File: src/rtl/pakout_arbiter_pkg.sv
// pakout_arbiter_pkg: shared packet width and arbiter state encodings
package pakout_arbiter_pkg;
    localparam int NS_PACKET_SIZE = 8;
    typedef enum logic [1:0] {
        ST_IDLE    = 2'd0,
        ST_SEND    = 2'd1,
        ST_RELEASE = 2'd2
    } arb_state_t;
endpackage

File: src/rtl/pakout_arbiter_rr_pick2.sv
// rr_pick2: combinational two-request round-robin picker
module rr_pick2 (
    input  logic req0,
    input  logic req1,
    input  logic last,
    output logic gnt_valid,
    output logic gnt_idx
);
    assign gnt_valid = req0 || req1;
    assign gnt_idx   = (req0 && req1) ? !last : req1;
endmodule

File: src/rtl/pakout_arbiter.sv
// pakout_arbiter: two-source round-robin arbiter onto one 4-phase packet send channel
module pakout_arbiter
    import pakout_arbiter_pkg::*;
#(
    parameter int PSZ    = NS_PACKET_SIZE,
    parameter int CNT_SZ = 8
) (
    input  logic              i_clk,
    input  logic              reset,
    output logic              ready,
    input  logic              rcv0_req,
    input  logic [PSZ-1:0]    rcv0_data,
    output logic              rcv0_ack,
    input  logic              rcv1_req,
    input  logic [PSZ-1:0]    rcv1_data,
    output logic              rcv1_ack,
    output logic              snd0_req,
    output logic [PSZ-1:0]    snd0_data,
    input  logic              snd0_ack,
    output logic [CNT_SZ-1:0] grant_cnt0,
    output logic [CNT_SZ-1:0] grant_cnt1,
    output logic              proto_err
);
    arb_state_t state;
    logic       sel;
    logic       last_grant;
    logic       gnt_valid;
    logic       gnt_idx;
    logic       sel_req;

    assign sel_req = sel ? rcv1_req : rcv0_req;

    rr_pick2 u_pick (
        .req0      (rcv0_req),
        .req1      (rcv1_req),
        .last      (last_grant),
        .gnt_valid (gnt_valid),
        .gnt_idx   (gnt_idx)
    );

    always_ff @(posedge i_clk or posedge reset) begin
        if (reset) begin
            state      <= ST_IDLE;
            ready      <= 1'b0;
            sel        <= 1'b0;
            last_grant <= 1'b1;
            rcv0_ack   <= 1'b0;
            rcv1_ack   <= 1'b0;
            snd0_req   <= 1'b0;
            snd0_data  <= '0;
            grant_cnt0 <= '0;
            grant_cnt1 <= '0;
            proto_err  <= 1'b0;
        end else begin
            case (state)
                ST_IDLE: begin
                    // a lingering downstream ack from the last packet blocks a new grant
                    if (gnt_valid && !snd0_ack) begin
                        snd0_data <= gnt_idx ? rcv1_data : rcv0_data;
                        sel       <= gnt_idx;
                        snd0_req  <= 1'b1;
                        ready     <= 1'b0;
                        state     <= ST_SEND;
                    end else begin
                        ready <= 1'b1;
                    end
                end
                ST_SEND: begin
                    if (!sel_req)
                        proto_err <= 1'b1;
                    if (snd0_ack) begin
                        snd0_req <= 1'b0;
                        rcv0_ack <= !sel;
                        rcv1_ack <= sel;
                        state    <= ST_RELEASE;
                    end
                end
                ST_RELEASE: begin
                    if (!sel_req && !snd0_ack) begin
                        rcv0_ack   <= 1'b0;
                        rcv1_ack   <= 1'b0;
                        last_grant <= sel;
                        grant_cnt0 <= grant_cnt0 + CNT_SZ'(!sel);
                        grant_cnt1 <= grant_cnt1 + CNT_SZ'(sel);
                        ready      <= 1'b1;
                        state      <= ST_IDLE;
                    end
                end
                default: state <= ST_IDLE;
            endcase
        end
    end
endmodule

File: config.mk
export PLATFORM = sky130hd
export DESIGN_NAME = pakout_arbiter
export DESIGN_NICKNAME = d
export VERILOG_FILES = /design/src/rtl/pakout_arbiter_pkg.sv /design/src/rtl/pakout_arbiter_rr_pick2.sv /design/src/rtl/pakout_arbiter.sv
export SDC_FILE = /design/constraint.sdc
export NUM_CORES = 1
export LEC_CHECK = 0
export BUFFER_PORTS_ARGS = -buffer_cell sky130_fd_sc_hd__buf_4
export CORE_UTILIZATION = 35
export DETAILED_ROUTE_END_ITERATION = 10
export PLACE_DENSITY = 0.64
export SLEW_MARGIN = 40
export SYNTH_ARGS = -nofsm -noshare
export SYNTH_HDL_FRONTEND = slang
export SYNTH_SLANG_ARGS = --single-unit
File: constraint.sdc
create_clock -name i_clk -period 1.66 [get_ports i_clk]
set_input_delay 0 -clock i_clk [delete_from_list [all_inputs] [get_ports i_clk]]
set_output_delay 0 -clock i_clk [all_outputs]
set_load 0.01 [all_outputs]
==> results of run 1 <==
sequential cells by signal, summed over array words and instances (netlist names):
name and count:
grant_cnt0 8, state 2, grant_cnt1 8, sel 1, proto_err 1, ready 1, rcv0_ack 1, snd0_req 1
rcv1_ack 1, snd0_data 8, last_grant 1
cells by family (layout without fill, tap and decap cells):
group,after synthesis,count (layout),share of synthesized area
and+or+nand+nor,31,31,0.136
buffers and inverters,9,66,0.0301
DFF,33,33,0.523
AOI/OAI and AO/OA,28,28,0.136
adders and majority gates,4,4,0.0317
xor gates and xnor gates,12,12,0.0665
muxes,9,9,0.0760
where the power goes:
part	total [mW]	internal (mW)	switching, mW	leakage, nW
Sequential	1.30	1.06	0.243	0.406
Combinational	1.15	0.658	0.495	0.558
Clock	0.667	0.375	0.293	0.0542
Total	3.12	2.09	1.03	1.02
metal layers:
layer,GRT usage,share of wire,up-vias
li1,-,-,593
met1,0.204,0.45,590
met2,0.245,0.45,55
met3,0.0625,0.077,6
met4,0.0748,0.018,0
met5,0,0,-
layout by cell type, fill, tap and decap left out, types with 2 or more instances in the layout:
cell type      netlist  routed
buf_4                1      53
dfrtp_1             32      31
xnor2_1             12      12
o32ai_1              8       8
a2bb2oi_1            8       8
nand4_1              7       7
clkbuf_8             0       7
mux2_4               5       5
and3_1               4       4
a21oi_1              4       4
ha_1                 4       4
and4_1               3       3
nand3_1              3       3
nor2_1               3       3
o21ai_0              3       3
and4bb_2             2       2
o21bai_1             2       2
nand2_1              2       2
inv_1                2       2
mux2i_1              2       2
dlygate4sd3_1        0       2
through the flow:
step | utilization | setup WS (ns) | total power [mW] | hold WS (ns) | cells
CTS | 0.489 | 0.0979 | 3.17 | 0.0113 | 235
global route | 0.489 | 0.0196 | 3.35 | 0.0309 | 235
floorplan | - | 0.243 | 1.98 | 0.0968 | 126
detailed placement | 0.461 | 0.116 | 2.48 | 0.130 | 225
global placement | 0.461 | 0.193 | 2.46 | 0.120 | 225
finish | 0.489 | 0.143 | 3.12 | 0.0170 | 235
what timing repair did:
item / in CTS / in global routing
resized for setup: 0 / 1
hold endpoints to repair: 33 / 0
endpoints found under the setup margin: 0 / 2
hold buffers: 2 / 0
worst register-to-register path, stage by stage (launching register included):
cell and delay, ns:
dfrtp_2 0.46, inv_1 0.10, ha_1 0.17, ha_1 0.15
and4bb_2 0.26, nand4_1 0.12, xnor2_1 0.15
layout make-up:
type	count	area, um^2
inverters	3	11.3
multi-input cells	84	706
repair buffers	55	418
clock buffers	7	96.3
flip-flops and latches	33	828
fillers	393	2220
well taps	52	65.1
clock inverters	1	5.00
final timing paths:
check                              start       endpoint  slack [ns]
max                                  sel  grant_cnt0[4]        0.14
min in group asynchronous          reset   snd0_data[0]        0.35
max reg2reg                          sel  grant_cnt0[4]        0.14
min                         rcv1_data[1]   snd0_data[1]        0.02
min reg2reg                grant_cnt0[7]  grant_cnt0[7]        0.47
max in group asynchronous          reset     last_grant        0.97
==> metrics, run 1 <==
Hold WC Path Type primary input to flop; core area 4350 um^2; CTS tree done; GP Congestion 0.806; startpoint types flop; CP cell instances inv_1 > ha_1 > ha_1 > and4bb_2 > nand4_1 > xnor2_1; H-tree lvl count 2; Yosys cell types 36; DIE AREA 4790 um^2; first-pass GRT wire length 5.91 mm; Gate Count Post-Synth 126; crit-path leading delay family flip-flops; initial antenna violation count 0; Clock Skew 0.00440 ns; clk sinks 33; Yosys reg bits 33; worst r2r path cells 6; post-route cell area 2130 um^2; layout net count 207; Clock transition at path regs 0.07 ns; Pins Over Slew Limit 0; drt first pass iters 4; Post-DP Area 2010 um^2; Syn-to-layout area delta 34.8%; DR iter-0 viols 42; synthesized cell area 1580 um^2; maxcap violations 0; crit-path most repeated cell ha_1; crit path buf inv count 1; crit path time final 1.52 ns; Final Routed Wirelength 3.41 mm; routed via count 1244; Levels on crit path 6; syn nets 151; vias in the first global route 1254; worst path required time 1.83 ns; Post-synth EDFFs 0; DR vias/cell 5.29; GRT Overall Usage 0.162; CTS max path bufs 2; pin count of the biggest net entering global routing 34; DRC Markers 0; Num CTS Buffers 5; slowest CP cell dfrtp_2; sequential-to-total area share from yosys stat 0.523; fmax 659 MHz; RSZ-0062 raised after global routing false; Worst Hold Path Cells 3; power per cell area 1470 nW/um^2; clk_lat worst skew 0.29 ns; worst rel slew slack 0.635; Starting Density 0.363; synthesized area per cell 12.5 um^2; count leader, synth dfrtp_1; Fin. Hold Viols 0; GRT overflow 0; WP data arrival 1.68 ns; setup violators final 0; period utilisation layout 0.914; main flop type after synthesis dfrtp_1; Crit Path Category flop to flop; per-cell routed wire length 14.5 um; Antenna Nets Post-Route 0; synth top area cells dfrtp_1 (51%), xnor2_1 (6.7%), mux2_4 (4.8%); layout cells sized above 1 0.410; outcome complete, no violations; clock root buffer clkbuf_8; Setup Fix Bufs, Post-CTS 0; synth cell count leaders dfrtp_1 (32), xnor2_1 (12), a2bb2oi_1 (8), o32ai_1 (8), nand4_1 (7); die width 69.2 um; Crit Path Max Fanout 7; warnings from Yosys 0; Leak 1.02 nW; PortBufs 49; die height 69.2 um; cell taking the most area after synthesis dfrtp_1; CP Capture Type flop; Core Rows 24; Fin Setup TNS 0 ns; share of the synthesized area in the top cell type 0.507; detailed placer's ending HPWL 2.50 mm; IO Pins 50; largest stage delay on the critical path 0.46 ns; share of flip-flops with an asynchronous set or reset 1.00; Peak VDD IR 0.594 mV; worst-margin pin slew 0.546 ns; Inserted Diodes 0
Note: power is estimated with default switching activity, not from simulation.
==> run 2, diff against run 1 <==
--- a/config.mk
+++ b/config.mk
@@ -7,8 +7,10 @@
 export LEC_CHECK = 0
 export BUFFER_PORTS_ARGS = -buffer_cell sky130_fd_sc_hd__buf_4
 export CORE_UTILIZATION = 35
+export CTS_CLUSTER_DIAMETER = 40
 export DETAILED_ROUTE_END_ITERATION = 10
 export PLACE_DENSITY = 0.64
+export RECOVER_POWER = 25
 export SLEW_MARGIN = 40
 export SYNTH_ARGS = -nofsm -noshare
 export SYNTH_HDL_FRONTEND = slang
==> metrics, run 2 (synthesis results as in run 1) <==
CTS tree done; Peak VDD IR 0.598 mV (+0.66%); RSZ-0062 raised after global routing false; Regs by FF count grant_cnt0: 8 flops, grant_cnt1: 8 flops, snd0_data: 8 flops; vias in the first global route 1254 (unchanged); Crit Path Max Fanout 7 (unchanged); setup ws final 0.143 ns (+0.0000310 ns); DIE AREA 4790 um^2 (unchanged); fmax 659 MHz (about the same); pin count of the biggest net entering global routing 34 (unchanged); Crit Path Category flop to flop; Finished Layout Cells 235 (unchanged); most common cell after layout, fill and taps aside buf_4; worst rel slew slack 0.462 (-0.174); Hold WC Path Type primary input to flop; Setup Fix Bufs, Post-CTS 0 (unchanged); CP Capture Type flop; Core Rows 24 (unchanged); crit path time final 1.52 ns (-0.0000310 ns); most frequent cells in the layout buf_4 (51), dfrtp_1 (31), xnor2_1 (12), o32ai_1 (8), a2bb2oi_1 (8); first-pass GRT wire length 5.91 mm (unchanged); DR iter-0 viols 42 (unchanged); post-route cell area 2130 um^2 (-0.12%); Fin. Hold Viols 0 (unchanged); period utilisation layout 0.914 (about the same); detailed placer's ending HPWL 2.50 mm (unchanged); Final Routed Wirelength 3.41 mm (-0.15%); layout cells sized above 1 0.410 (unchanged); Place WS 0.116 ns (unchanged); DRC Markers 0 (unchanged); layout net count 207 (unchanged); core area 4350 um^2 (unchanged); IO Pins 50 (unchanged); initial antenna violation count 0 (unchanged); worst-margin pin slew 0.808 ns (+0.262 ns); WP data arrival 1.68 ns (about the same); drt first pass iters 4 (unchanged); Post-DP Area 2010 um^2 (unchanged); per-cell routed wire length 14.5 um (-0.15%); setup violators final 0 (unchanged); CTS max path bufs 2 (unchanged); power per cell area 1470 nW/um^2 (about the same); clk_lat worst skew 0.29 ns (about the same); DR vias/cell 5.30 (+0.16%); Fin Setup TNS 0 ns (unchanged); die height 69.2 um (unchanged); clock root buffer clkbuf_8; Pins Over Slew Limit 0 (unchanged); routed via count 1246 (+0.16%); H-tree lvl count 2 (unchanged); Inserted Diodes 0 (unchanged); smallest hold slack 0.0169 ns (-0.0000746 ns); clk sinks 33 (unchanged); GRT Overall Usage 0.162 (unchanged); Final Power 3.12 mW (about the same); Syn-to-layout area delta 34.6%; Clock transition at path regs 0.07 ns (about the same); PortBufs 49 (unchanged); worst path required time 1.83 ns (about the same); maxcap violations 0 (unchanged); Starting Density 0.363 (unchanged); DP Cell Count 225 (unchanged); Clock Skew 0.00440 ns (-0.00000327 ns); GP Congestion 0.806 (unchanged); startpoint types flop; GRT overflow 0 (unchanged); Leak 1.02 nW (about the same); Antenna Nets Post-Route 0 (unchanged); Util after Layout 0.489 (-0.000574); outcome complete, no violations; Num CTS Buffers 5 (unchanged); die width 69.2 um (unchanged)
-- run 2: cell types whose count changed in the layout (fill, tap and decap cells not counted), sizes merged --
cell,delta
buf,-2
clkbuf,+2
-- run 2: layer usage --
layer  vias up  global-route usage  routed length [um]
met5         -                   0                   0
met4         0              0.0748                  63
met3         6              0.0625                 264
met2        55               0.245                1550
met1       592               0.204                1540
li1        593                   -                   -
-- run 2: path summary, 6_finish.rpt --
| check | startpoint | endpoint | slack (ns) | cells past startpoint |
|---|---|---|---|---|
| max | sel | grant_cnt0[4] | 0.14 | 6 |
| max reg2reg | sel | grant_cnt0[4] | 0.14 | 6 |
| min | rcv1_data[1] | snd0_data[1] | 0.02 | 3 |
| max in group asynchronous | reset | sel | 0.61 | 4 |
| min reg2reg | grant_cnt0[7] | grant_cnt0[7] | 0.47 | 1 |
| min in group asynchronous | reset | snd0_data[0] | 0.49 | 4 |
-- run 2: timing repair --
item,CTS,global route
setup endpoints to repair,0,2
resized for setup,0,1
endpoints found under the hold margin,33,0
hold buffers,2,0
-- run 2: worst max-delay path, stage by stage, from the launching register on --
cell and delay (ns):
dfrtp_2 0.46, inv_1 0.10, ha_1 0.17, ha_1 0.15
and4bb_2 0.26, nand4_1 0.12, xnor2_1 0.15
-- run 2: where the power goes --
group          switching, mW  internal (mW)  leakage, nW
sequential             0.243           1.06        0.406
clock                  0.293          0.375       0.0542
combinational          0.494          0.657        0.557
-- run 2: area by class of cell --
cell class	instances	area, um^2
clock buffer	7	96.3
clock inverter	1	5.00
fill	394	2230
inverter	3	11.3
multi-input combinational	84	706
sequential	33	828
tap	52	65.1
timing repair buffer	55	415
==> run 3, diff against run 2 <==
--- a/config.mk
+++ b/config.mk
@@ -6,6 +6,7 @@
 export NUM_CORES = 1
 export LEC_CHECK = 0
 export BUFFER_PORTS_ARGS = -buffer_cell sky130_fd_sc_hd__buf_4
+export CORE_MARGIN = 10
 export CORE_UTILIZATION = 35
 export CTS_CLUSTER_DIAMETER = 40
 export DETAILED_ROUTE_END_ITERATION = 10
==> metrics, run 3 (synthesis results as in run 1) <==
routed via count 1240 (-0.48%); crit path time final 1.49 ns (-0.0256 ns); worst-margin pin slew 0.832 ns (+0.0246 ns); worst r2r dst grant_cnt0[4]; Inserted Diodes 0 (unchanged); clock root buffer clkbuf_8; IO Pins 50 (unchanged); GRT overflow 0 (unchanged); DIE AREA 7600 um^2 (+59%); clk sinks 33 (unchanged); crit-path leading delay family flip-flops; slowest CP cell dfrtp_2; CP cell instances inv_1 > ha_1 > ha_1 > and4bb_2 > nand4_1 > xnor2_1; most frequent cells in the layout buf_4 (52), dfrtp_1 (31), xnor2_1 (12), o32ai_1 (8), a2bb2oi_1 (8); CTS tree done; Worst Min Path Start rcv1_data[0]; DRC Markers 0 (unchanged); period utilisation layout 0.898 (-0.0154); RSZ-0062 raised after global routing false; outcome complete, no violations; worst r2r path cells 6 (unchanged); Regs by FF count grant_cnt0: 8 flops, grant_cnt1: 8 flops, snd0_data: 8 flops; Pins Over Slew Limit 0 (unchanged); Starting Density 0.363 (unchanged); DR iter-0 viols 38 (-9.5%); worst path required time 1.83 ns (about the same); WP data arrival 1.66 ns (-0.02 ns); vias in the first global route 1397 (+11%); Core Rows 24 (unchanged); power per cell area 1460 nW/um^2 (-0.48%); Peak VDD IR 0.833 mV (+39%); detailed placer's ending HPWL 3.00 mm (+20%); Clock transition at path regs 0.07 ns (about the same); fmax 671 MHz (+1.7%); Num CTS Buffers 5 (unchanged); Util after Layout 0.487 (-0.00172); Crit Path Max Fanout 7 (unchanged); clk_lat worst skew 0.28 ns (about the same); H-tree lvl count 2 (unchanged); Setup Fix Bufs, Post-CTS 0 (unchanged); Worst R2R Setup Slack 0.17 ns (+0.03 ns); maxcap violations 0 (unchanged); core area 4350 um^2 (unchanged); die height 87.2 um (+26%); RR Startpoint sel; GRT Overall Usage 0.114 (-0.0482); per-cell routed wire length 17.0 um (+17%); largest stage delay on the critical path 0.46 ns (about the same); layout net count 208 (+0.48%); Worst Hold Path Cells 3 (unchanged); pin count of the biggest net entering global routing 34 (unchanged); DR vias/cell 5.28 (-0.48%); post-route cell area 2120 um^2 (-0.35%); startpoint types flop; uppermost layer routed met4; Post-DP Area 2010 um^2 (+0.37%); smallest hold slack 0.0311 ns (+0.0141 ns); first-pass GRT wire length 6.96 mm (+18%); Leak 1.01 nW (-0.48%); Met1 Routed Length 1.77 mm (+16%); initial antenna violation count 0 (unchanged); Worst Hold End snd0_data[0]; Crit Path Category flop to flop; Fin. Hold Viols 0 (unchanged); drt first pass iters 4 (unchanged); Fin Setup TNS 0 ns (unchanged); Met3 Wirelength 483 um (+83%); crit-path most repeated cell ha_1; CTS max path bufs 2 (unchanged); setup violators final 0 (unchanged); GP Congestion 0.760 (-5.7%); die width 87.2 um (+26%); PortBufs 49 (unchanged); met2 WL 1.73 mm (+12%); most common cell after layout, fill and taps aside buf_4; Clock Skew 0.00634 ns (+0.00194 ns); worst rel slew slack 0.445 (-0.0164); Antenna Nets Post-Route 0 (unchanged); Final Routed Wirelength 4.00 mm (+17%); crit path buf inv count 1 (unchanged); layout cells sized above 1 0.404 (-0.00546); Syn-to-layout area delta 34.1%; Hold WC Path Type primary input to flop; CP Capture Type flop
[run 3: layout make-up]
class | count | area (um^2)
fill | 390 | 2230
sequential | 33 | 828
multi-input combinational | 84 | 706
timing repair buffer | 56 | 423
clock buffer | 7 | 86.3
tap | 52 | 65.1
inverter | 3 | 11.3
[run 3: how the worst max path moves through the flow]
stage,startpoint,endpoint,slack [ns],depth (start not counted)
after CTS,sel,grant_cnt1[4],0.11,5
after global placement,sel,grant_cnt0[4],0.19,6
final,sel,grant_cnt0[4],0.17,6
after global routing,sel,grant_cnt0[4],0.05,6
after detailed placement,sel,grant_cnt1[4],0.12,5
after floorplan,sel,grant_cnt0[4],0.24,6
[run 3: what timing repair did]
item	in CTS	in global routing
hold buffers	2	0
resized for setup	0	1
endpoints found under the hold margin	33	0
setup endpoints to repair	0	1
[run 3: routing by layer]
| metal | vias to the layer above | track usage |
|---|---|---|
| met1 | 599 | 0.133 |
| met2 | 53 | 0.168 |
| met5 | - | 0 |
| li1 | 586 | - |
| met3 | 2 | 0.0758 |
| met4 | 0 | 0.0261 |
[run 3: through the flow]
step,instances,total power [mW],setup WS [ns]
detailed placement,226,2.53,0.123
global placement,226,2.51,0.192
global route,235,3.33,0.0522
finish,235,3.10,0.169
CTS,235,3.14,0.114
floorplan,126,1.98,0.243
[run 3: where the power goes]
part           internal [mW]  switching [mW]
registers               1.06           0.238
clock network          0.329           0.268
logic                  0.672           0.528
[run 3: worst min-delay path: cells and delay by family]
family,cells,cell delay [ns]
buf+inv,1,0.08
compound gates,2,0.19
